<file path="config.mk">
export PLATFORM = sky130hd
export DESIGN_NAME = gato_move_ctrl
export DESIGN_NICKNAME = d
export VERILOG_FILES = /design/src/rtl/gato_move_ctrl.sv
export SDC_FILE = /design/constraint.sdc
export NUM_CORES = 1
export LEC_CHECK = 0
export BUFFER_PORTS_ARGS = -buffer_cell sky130_fd_sc_hd__buf_2
export CORE_UTILIZATION = 25
export CTS_CLUSTER_DIAMETER = 120
export DETAILED_ROUTE_END_ITERATION = 8
export PLACE_DENSITY = 0.54
export SETUP_SLACK_MARGIN = 0.4
export SKIP_LAST_GASP = 1
export SLEW_MARGIN = 20
export SYNTH_ARGS = -nofsm -noshare
export SYNTH_HDL_FRONTEND = slang
export SYNTH_SLANG_ARGS = --single-unit
export TNS_END_PERCENT = 5
</file>
<file path="constraint.sdc">
create_clock -name clk -period 1.8 [get_ports clk]
set_clock_uncertainty 0.05 [all_clocks]
set_input_delay 0 -clock clk [delete_from_list [all_inputs] [get_ports clk]]
set_output_delay 0 -clock clk [all_outputs]
set_load 0.02 [all_outputs]
</file>
<file path="src/rtl/gato_move_ctrl.sv">
// Gato (tic-tac-toe) move controller: owns the 3x3 board, arbitrates turns,
// validates and writes moves, evaluates win/tie and the optional turn timeout.
module gato_move_ctrl #(
  parameter int unsigned TIMEOUT   = 0,   // cycles per turn before forfeit, 0 = off
  parameter int unsigned TO_W      = 16,  // timeout counter width
  parameter int unsigned ALT_START = 1    // 1 = starter alternates on new_game
) (
  input  logic        clk,
  input  logic        reset,
  input  logic        new_game,
  input  logic        p1_req,
  input  logic [3:0]  p1_pos,
  input  logic        p2_req,
  input  logic [3:0]  p2_pos,
  output logic [17:0] board,
  output logic        turno_p1,
  output logic        turno_p2,
  output logic        p1_mm,
  output logic        p2_mm,
  output logic        p1_err,
  output logic        p2_err,
  output logic        p1_win,
  output logic        p1_loss,
  output logic        p1_tie,
  output logic        p2_win,
  output logic        p2_loss,
  output logic        p2_tie,
  output logic        game_over,
  output logic [3:0]  move_cnt
);

  typedef enum logic [1:0] {StP1, StP2, StChk, StEnd} state_e;

  state_e          state_q;
  logic [17:0]     board_q;
  logic [3:0]      move_cnt_q;
  logic [TO_W-1:0] to_cnt_q;
  logic            last_p2_q;   // last accepted mover was P2
  logic            start_p2_q;  // current game was started by P2
  logic            new_game_q;  // for rising-edge detection of new_game
  logic            p1_mm_q, p2_mm_q, p1_err_q, p2_err_q;
  logic            p1_win_q, p1_loss_q, p1_tie_q, p2_win_q, p2_loss_q, p2_tie_q;

  logic [31:0]     board_ext;
  logic [1:0]      cell_p1, cell_p2;
  logic            cur_req, cur_ok;
  logic [3:0]      cur_pos;
  logic [1:0]      cur_mark;
  logic [17:0]     board_wr;
  logic            timeout_hit;
  logic            line_done;
  logic            ng_rise;
  logic            start_sel;

  // True when any of the 8 lines is fully owned by mark m.
  function automatic logic line_win(input logic [17:0] b, input logic [1:0] m);
    logic [8:0] own;
    for (int i = 0; i < 9; i++) own[i] = (b[2*i +: 2] == m);
    return (own[0] & own[1] & own[2]) | (own[3] & own[4] & own[5]) |
           (own[6] & own[7] & own[8]) | (own[0] & own[3] & own[6]) |
           (own[1] & own[4] & own[7]) | (own[2] & own[5] & own[8]) |
           (own[0] & own[4] & own[8]) | (own[2] & own[4] & own[6]);
  endfunction

  // Zero-extended board so out-of-range positions index harmlessly.
  assign board_ext = {14'd0, board_q};
  assign cell_p1   = board_ext[{p1_pos, 1'b0} +: 2];
  assign cell_p2   = board_ext[{p2_pos, 1'b0} +: 2];

  // Select the on-turn player's request and validate it.
  always_comb begin
    cur_req  = p1_req;
    cur_pos  = p1_pos;
    cur_mark = 2'b01;
    cur_ok   = (p1_pos <= 4'd8) && (cell_p1 == 2'b00);
    if (state_q == StP2) begin
      cur_req  = p2_req;
      cur_pos  = p2_pos;
      cur_mark = 2'b10;
      cur_ok   = (p2_pos <= 4'd8) && (cell_p2 == 2'b00);
    end
  end

  // Board image with the current move written in.
  always_comb begin
    board_wr = board_q;
    for (int i = 0; i < 9; i++) begin
      if (cur_pos == 4'(i)) board_wr[2*i +: 2] = cur_mark;
    end
  end

  assign timeout_hit = (TIMEOUT != 0) && (to_cnt_q == TO_W'(TIMEOUT - 1));
  assign line_done   = line_win(board_q, last_p2_q ? 2'b10 : 2'b01);
  assign ng_rise     = new_game & ~new_game_q;
  // Starter only flips on the rising edge; a held new_game keeps restarting the same game.
  assign start_sel   = ng_rise ? ((ALT_START != 0) ? ~start_p2_q : 1'b0) : start_p2_q;

  // Game FSM with board, counters and registered pulses/results.
  always_ff @(posedge clk or negedge reset) begin
    if (!reset) begin
      state_q    <= StP1;
      board_q    <= '0;
      move_cnt_q <= '0;
      to_cnt_q   <= '0;
      last_p2_q  <= 1'b0;
      start_p2_q <= 1'b0;
      new_game_q <= 1'b0;
      p1_mm_q    <= 1'b0;
      p2_mm_q    <= 1'b0;
      p1_err_q   <= 1'b0;
      p2_err_q   <= 1'b0;
      p1_win_q   <= 1'b0;
      p1_loss_q  <= 1'b0;
      p1_tie_q   <= 1'b0;
      p2_win_q   <= 1'b0;
      p2_loss_q  <= 1'b0;
      p2_tie_q   <= 1'b0;
    end else begin
      new_game_q <= new_game;
      p1_mm_q    <= 1'b0;
      p2_mm_q    <= 1'b0;
      p1_err_q   <= 1'b0;
      p2_err_q   <= 1'b0;
      if (new_game) begin
        board_q    <= '0;
        move_cnt_q <= '0;
        to_cnt_q   <= '0;
        last_p2_q  <= 1'b0;
        start_p2_q <= start_sel;
        state_q    <= start_sel ? StP2 : StP1;
        p1_win_q   <= 1'b0;
        p1_loss_q  <= 1'b0;
        p1_tie_q   <= 1'b0;
        p2_win_q   <= 1'b0;
        p2_loss_q  <= 1'b0;
        p2_tie_q   <= 1'b0;
      end else begin
        case (state_q)
          StP1, StP2: begin
            if (cur_req && cur_ok) begin
              // Accepted move beats a simultaneous timeout expiry.
              board_q    <= board_wr;
              move_cnt_q <= move_cnt_q + 4'd1;
              last_p2_q  <= (state_q == StP2);
              p1_mm_q    <= (state_q == StP1);
              p2_mm_q    <= (state_q == StP2);
              to_cnt_q   <= '0;
              state_q    <= StChk;
            end else begin
              if (cur_req) begin
                p1_err_q <= (state_q == StP1);
                p2_err_q <= (state_q == StP2);
              end
              if (timeout_hit) begin
                p1_loss_q <= (state_q == StP1);
                p2_win_q  <= (state_q == StP1);
                p2_loss_q <= (state_q == StP2);
                p1_win_q  <= (state_q == StP2);
                state_q   <= StEnd;
              end else if (TIMEOUT != 0) begin
                to_cnt_q <= to_cnt_q + TO_W'(1);
              end
            end
          end
          StChk: begin
            to_cnt_q <= '0;
            if (line_done) begin
              p1_win_q  <= ~last_p2_q;
              p2_loss_q <= ~last_p2_q;
              p2_win_q  <= last_p2_q;
              p1_loss_q <= last_p2_q;
              state_q   <= StEnd;
            end else if (move_cnt_q == 4'd9) begin
              p1_tie_q <= 1'b1;
              p2_tie_q <= 1'b1;
              state_q  <= StEnd;
            end else begin
              state_q <= last_p2_q ? StP1 : StP2;
            end
          end
          default: ;  // StEnd: hold everything until new_game
        endcase
      end
    end
  end

  assign board     = board_q;
  assign move_cnt  = move_cnt_q;
  assign turno_p1  = (state_q == StP1);
  assign turno_p2  = (state_q == StP2);
  assign game_over = (state_q == StEnd);
  assign p1_mm     = p1_mm_q;
  assign p2_mm     = p2_mm_q;
  assign p1_err    = p1_err_q;
  assign p2_err    = p2_err_q;
  assign p1_win    = p1_win_q;
  assign p1_loss   = p1_loss_q;
  assign p1_tie    = p1_tie_q;
  assign p2_win    = p2_win_q;
  assign p2_loss   = p2_loss_q;
  assign p2_tie    = p2_tie_q;

endmodule

</file>
# --- Yosys cells after proc, flatten, opt, wreduce, memory -nomap -nowiden ---
# Cells that the tools add are included.
classes:
  addsub: 1
  magnitude_cmp: 2
  n_eq_ne: 23
  shifts: 2
  muxes: 55
  n_bitwise: 27
  reduce_logical: 36
ops:
  columns: ["operator", "n"]
  rows:
  - ["variable part select 32 x 6 -> 2 bit", 2]
  - ["two-way mux 18 bit", 3]
  - ["two-way mux 1 bit", 32]
  - ["two-way mux 2 bit", 15]
  - ["AND reduction 3 bit", 10]
  - ["nonzero test 2 bit", 14]
  - ["equality test 2 bit", 9]
  - ["AND 1 bit", 17]
  - ["equality test 4 x 3 -> 1 bit (second input constant)", 4]
  - ["two-way mux 4 bit", 4]
  - ["equality test 4 x 2 -> 1 bit (second input constant)", 2]
  - ["equality test 4 bit (second input constant)", 2]
  - ["less-or-equal comparator 4 bit (second input constant)", 2]
  - ["bitwise OR 1 bit", 7]
  - ["zero test 2 bit", 3]
  - ["AND reduction 2 bit", 3]
  - ["adder 4 x 1 -> 4 bit (second input constant)", 1]
  - ["equality test 2 bit (second input constant)", 2]
  - ["equality test 4 x 1 -> 1 bit (second input constant)", 1]
  - ["zero test 4 bit", 1]
  - ["case mux 2 bit (2 select lines)", 1]
  - ["logical AND 1 bit", 3]
  - ["inequality test 3 bit (second input constant)", 1]
  - ["inverter 1 bit", 3]
  - ["4 further kinds", 4]
totals:
  reg_bits: 34
  input_bits: 13
  word_cells: 167

# --- Logic depth before layout (Yosys ltp) ---
depth:
  word_depth: 14
  ltp_mapped: 9
  ltp_nobuf: 6

# --- Worst setup path before layout ---
# No wires, ideal clock.
synth_timing:
  kind: "register to register"
  startpoint: "register board_q[7], in the netlist board[7]"
  endpoint: "register move_cnt_q[3], in the netlist move_cnt[3]"
  t_arrival_ns: 1.876
  slack_ns: -0.251
  stages_incl_launch_ff: 7
  period_less_slack_ns: 2.051
  path_cell_list: "dfrtp_1 > nor2_1 > mux4_2 > nor3_2 > nor2_4 > o2111ai_2 > mux2_4"
synth_between:
  elab_chain_cells: 7
synth_lines:
  columns: ["element", "line", "rtl"]
  rows:
  - ["from (decl)", "35", "logic [17:0] board_q;"]
  - ["from (signal assigned)", "142", "board_q <= board_wr;"]
  - ["variable part select 32 x 6 -> 2 bit, on equally long branches", "67, 68", null]
  - ["zero test 2 bit, on equally long branches", "75, 80", null]
  - ["logical AND 1 bit, on equally long branches", "75, 80", null]
  - ["two-way mux 1 bit *", "76", "if (state_q == StP2) begin"]
  - ["logical AND 1 bit *", "140", "if (cur_req && cur_ok) begin"]
  - ["nonzero test 2 bit (no line) *", null, null]
  - ["AND reduction 2 bit (no line) *", null, null]
  - ["to (signal assigned)", "143", "move_cnt_q <= move_cnt_q + 4'd1;"]
  - ["to (decl)", "36", "logic [3:0] move_cnt_q;"]
# Every way passes the cells marked *; elsewhere a longest branch is shown, timed or not.
# A chain may end at the register's enable or synchronous reset.

# --- Worst setup path after layout ---
layout_timing:
  startpoint: "register board_q[15], in the netlist board[15]"
  endpoint: "register p2_loss_q, in the netlist p2_loss"
layout_between:
  elab_chain_cells: 11
layout_lines:
  columns: ["element", "line", "rtl"]
  rows:
  - ["equality test 2 bit *", "58", "for (int i = 0; i < 9; i++) own[i] = (b[2*i +: 2] == m);"]
  - ["AND 1 bit (2 in series)", "60", "(own[6] & own[7] & own[8]) | (own[0] & own[3] & own[6]) |"]
  - ["bitwise OR 1 bit", "59", "return (own[0] & own[1] & own[2]) | (own[3] & own[4] & own[5]) |"]
  - ["bitwise OR 1 bit", "60", null]
  - ["bitwise OR 1 bit *", "60", null]
  - ["bitwise OR 1 bit * (2 in series)", "61", "(own[1] & own[4] & own[7]) | (own[2] & own[5] & own[8]) |"]
  - ["bitwise OR 1 bit *", "62", "(own[0] & own[4] & own[8]) | (own[2] & own[4] & own[6]);"]
  - ["nonzero test 2 bit (no line) *", null, null]
  - ["AND reduction 2 bit (no line) *", null, null]
  - ["to (signal assigned)", "157", "p2_loss_q <= (state_q == StP2);"]
  - ["to (signal assigned)", "169", "p2_loss_q <= ~last_p2_q;"]
  - ["to (decl)", "42", "logic p1_win_q, p1_loss_q, p1_tie_q, p2_win_q, p2_loss_q, p2_tie_q;"]
# Marked as above.

==> flow_metrics.py <==
metrics = {
    "sta": {
        "fin_crit_ns": 2.07,
        "worst_slack_ns": -0.267,
        "drv_slew": 0,
        "slew-limit-headroom_pct": 63.2,
        "setup_viol": 23,
        "fin_crit_sh_pct": 115,
        "fmax_ghz": 0.484,
        "hold_violations": 0,
        "rsz0062_at_grt": "true",
        "whs_ns": 0.0595,
        "tightest_slew_ns": 0.552,
    },
    "floorplan": {
        "dieWidth_um": 94.1,
        "die-height_um": 94.1,
        "row_count": 33,
        "io_pins": 48,
        "initial_core_util_pct": 25.8,
        "die-area_um2": 8850,
        "core_area_um2": 8220,
    },
    "logic_synthesis": {
        "synthMuxAreaShare_pct": 3.78,
        "synth_compound_area_share_pct": 19.3,
        "synth_area_um2": 2120,
        "synthXorXnorAreaFrac_pct": 0.827,
        "synth_area_leaders": "dfrtp_1 40%, nor2_1 5.1%, nand2b_1 3.5%, nor3b_1 3.2%, nor3_1 2.8%",
        "synthAdderAreaFrac_pct": 1.18,
        "yosys_warnings": 0,
        "synth.most_common_cell": "dfrtp_1",
        "ys_top_cells_by_count": "34 x dfrtp_1, 29 x nor2_1, 12 x nand2b_1, 12 x nor3_1, 10 x inv_1",
        "yosys.area.top_type": "dfrtp_1",
        "synthSimpleGateAreaFrac_pct": 27.7,
        "ys_types": 57,
        "synth_ff_type": "dfrtp_1",
        "synth_top_family_by_area": "simple AND/OR/NAND/NOR gates",
        "syn_nets": 239,
        "ys_seq_area_share_pct": 40.2,
        "syn_area_per_cell_um2": 9.46,
        "synthCells": 224,
        "ys_async_sr_fraction_pct": 100,
        "synth-edff-count": 0,
        "synth_top_area_share_pct": 40.2,
        "ys_ff_latch": 34,
    },
    "power_and_ir_drop": {
        "seqPwrFrac_pct": 42.0,
        "power.share.switching_pct": 34.3,
        "combPwrFrac_pct": 32.3,
        "p_per_area_nw_per_um2": 701,
        "power_leakage_nw": 1.41,
        "ir_drop_mv": 0.243,
        "p_sw_mw": 0.724,
        "internal_power_mw": 1.39,
        "clkPwrFrac_pct": 25.8,
    },
    "hold_path": {
        "holdPathStages": 3,
        "min_path_type": "input pin to register",
    },
    "run_status": {
        "status": "complete, but fails checks",
        "violations": "negative setup slack",
    },
    "worst_setup_path": {
        "arrival_ns": 2.19,
        "reg2reg_depth": 7,
        "end_kind": "register",
        "cp-start-kind": "register",
        "cp_max_fo": 5,
        "cp.required_ns": 1.93,
        "critPathKind": "register to register",
    },
    "routing": {
        "finalWirelength_um": 6800,
        "vias_per_cell": 4.92,
        "vias": 2111,
        "ant_nets": 0,
        "drc": 0,
        "first_iter_violations": 108,
        "wl_per_cell_um": 15.8,
        "drtPass1Iterations": 4,
    },
    "placement": {
        "place.gp.congestion": 0.837,
        "hpwl_um": 5180,
        "dpl_worst_slack_ns": -0.276,
        "numPortBuffers": 47,
    },
    "clock_tree": {
        "cts_tree": "done",
        "htree_levels": 2,
        "clock_path_buffers": 2,
        "cts.sinks": 34,
        "cts_root_buffer": "clkbuf_8",
        "cts_buffers": 5,
        "clock_latency_ns": 0.29,
        "clk_pin_slew_ns": 0.07,
    },
    "global_routing": {
        "grt_pass1_wl_um": 10800,
        "grt_usage_pct": 16.2,
        "grt_pass1_vias": 2077,
        "antenna_found_initial": 0,
        "overflow": 0,
        "grt_max_degree": 24,
    },
    "finish": {
        "final_nets": 338,
        "n_antenna_cell": 0,
        "drive_gt1_share_pct": 44.1,
        "area_growth_pct": 42.3,
    },
    "flow_run": {
        "max_cap_viol_count": 0,
    },
}
[area by class of cell]
type	count	area [um^2]
Multi-Input combinational cell	165	1190
Inverter	11	41.3
Tap cell	105	131
Fill cell	852	5200
Timing Repair Buffer	106	711
Clock buffer	6	72.6
Sequential cell	34	860
Clock inverter	2	10.0
[final timing paths]
path	slack, ns	to	startpoint
setup reg to reg	-0.27	p2_loss	board[15]
min in group asynchronous	0.10	board[17]	reset
max in group asynchronous	0.96	board[11]	reset
setup / recovery	-0.27	p2_loss	board[15]
hold reg to reg	0.45	start_p2_q	start_p2_q
hold / removal	0.06	board[6]	p1_pos[1]
[cells by family after synthesis]
group | Yosys count
fa+ha+maj | 2
simple gates | 101
compound gates | 54
xor+xnor | 2
flops | 34
buf+inv | 25
mux | 6
[stage by stage]
stage | total power [mW] | TNS, ns | instances | cell area, um^2 | utilization (%)
floorplan | 1.28 | -1.23 | 224 | 2130 | -
global placement | 1.55 | -3.48 | 413 | 2790 | 33.9
detailed placement | 1.56 | -3.17 | 413 | 2790 | 33.9
CTS | 2.13 | -2.93 | 427 | 2960 | 36.1
global route | 2.25 | -5.50 | 429 | 3010 | 36.7
finish | 2.11 | -3.04 | 429 | 3010 | 36.7
[power by group through the flow]
stage,sequential [mW],combinational [mW],clock (mW)
after CTS,0.886,0.681,0.563
after global routing,0.896,0.749,0.601
final,0.886,0.682,0.544
after floorplan,0.928,0.352,0
after global placement,0.896,0.657,0
after detailed placement,0.899,0.657,0
[critical path, cell delays in order (launching register included)]
cell	delay [ns]
dfrtp_2	0.45
buf_4	0.17
or3b_2	0.45
o22ai_2	0.15
o32ai_2	0.11
nand4_1	0.19
nand2b_1	0.11
mux2_2	0.28
[repair_timing]
action                                  CTS  global route
endpoints found under the hold margin    40             0
pin swaps                                 1             7
hold buffers                              5             0
cloned                                    0             0
endpoints found under the setup margin   33            33
gates resized for setup                   7             9
buffers inserted                          1             2
[per-layer routing]
| layer | vias to the layer above | part of all wire, % | global-route usage, % |
|---|---|---|---|
| li1 | 1020 | - | - |
| met1 | 1028 | 49 | 23.0 |
| met2 | 56 | 46 | 25.4 |
| met3 | 7 | 4.0 | 2.91 |
| met4 | 0 | 0.91 | 3.97 |
| met5 | - | 0 | 0 |
[flip-flops by register name, summed over array words and instances, names as in the netlist]
signal,count
p2_err,1
p2_tie,1
start_p2_q,1
board,18
last_p2_q,1
new_game_q,1
p2_loss,1
state_q,2
p1_mm,1
p1_err,1
p2_mm,1
move_cnt,4
p2_win,1
[placed cells by master (no fill, tap or decap), types with 3 or more instances in the layout]
master | synthesis | layout
dfrtp_2 | 0 | 7
o2bb2ai_1 | 3 | 3
a21oi_1 | 7 | 7
nand2_1 | 7 | 7
o21a_1 | 6 | 6
nor3_1 | 12 | 12
nor2_1 | 29 | 29
o21ai_0 | 3 | 3
nand3b_1 | 3 | 3
nand3_1 | 3 | 3
dlygate4sd3_1 | 0 | 5
o211ai_1 | 3 | 3
dfrtp_1 | 34 | 27
inv_1 | 10 | 10
a31oi_1 | 5 | 5
clkbuf_8 | 0 | 5
buf_4 | 6 | 51
nand2b_1 | 12 | 12
o22ai_2 | 0 | 4
a41oi_1 | 4 | 4
nor2b_1 | 7 | 7
buf_2 | 2 | 47
nor3b_1 | 9 | 8
Power figures use the tool's default switching activity.
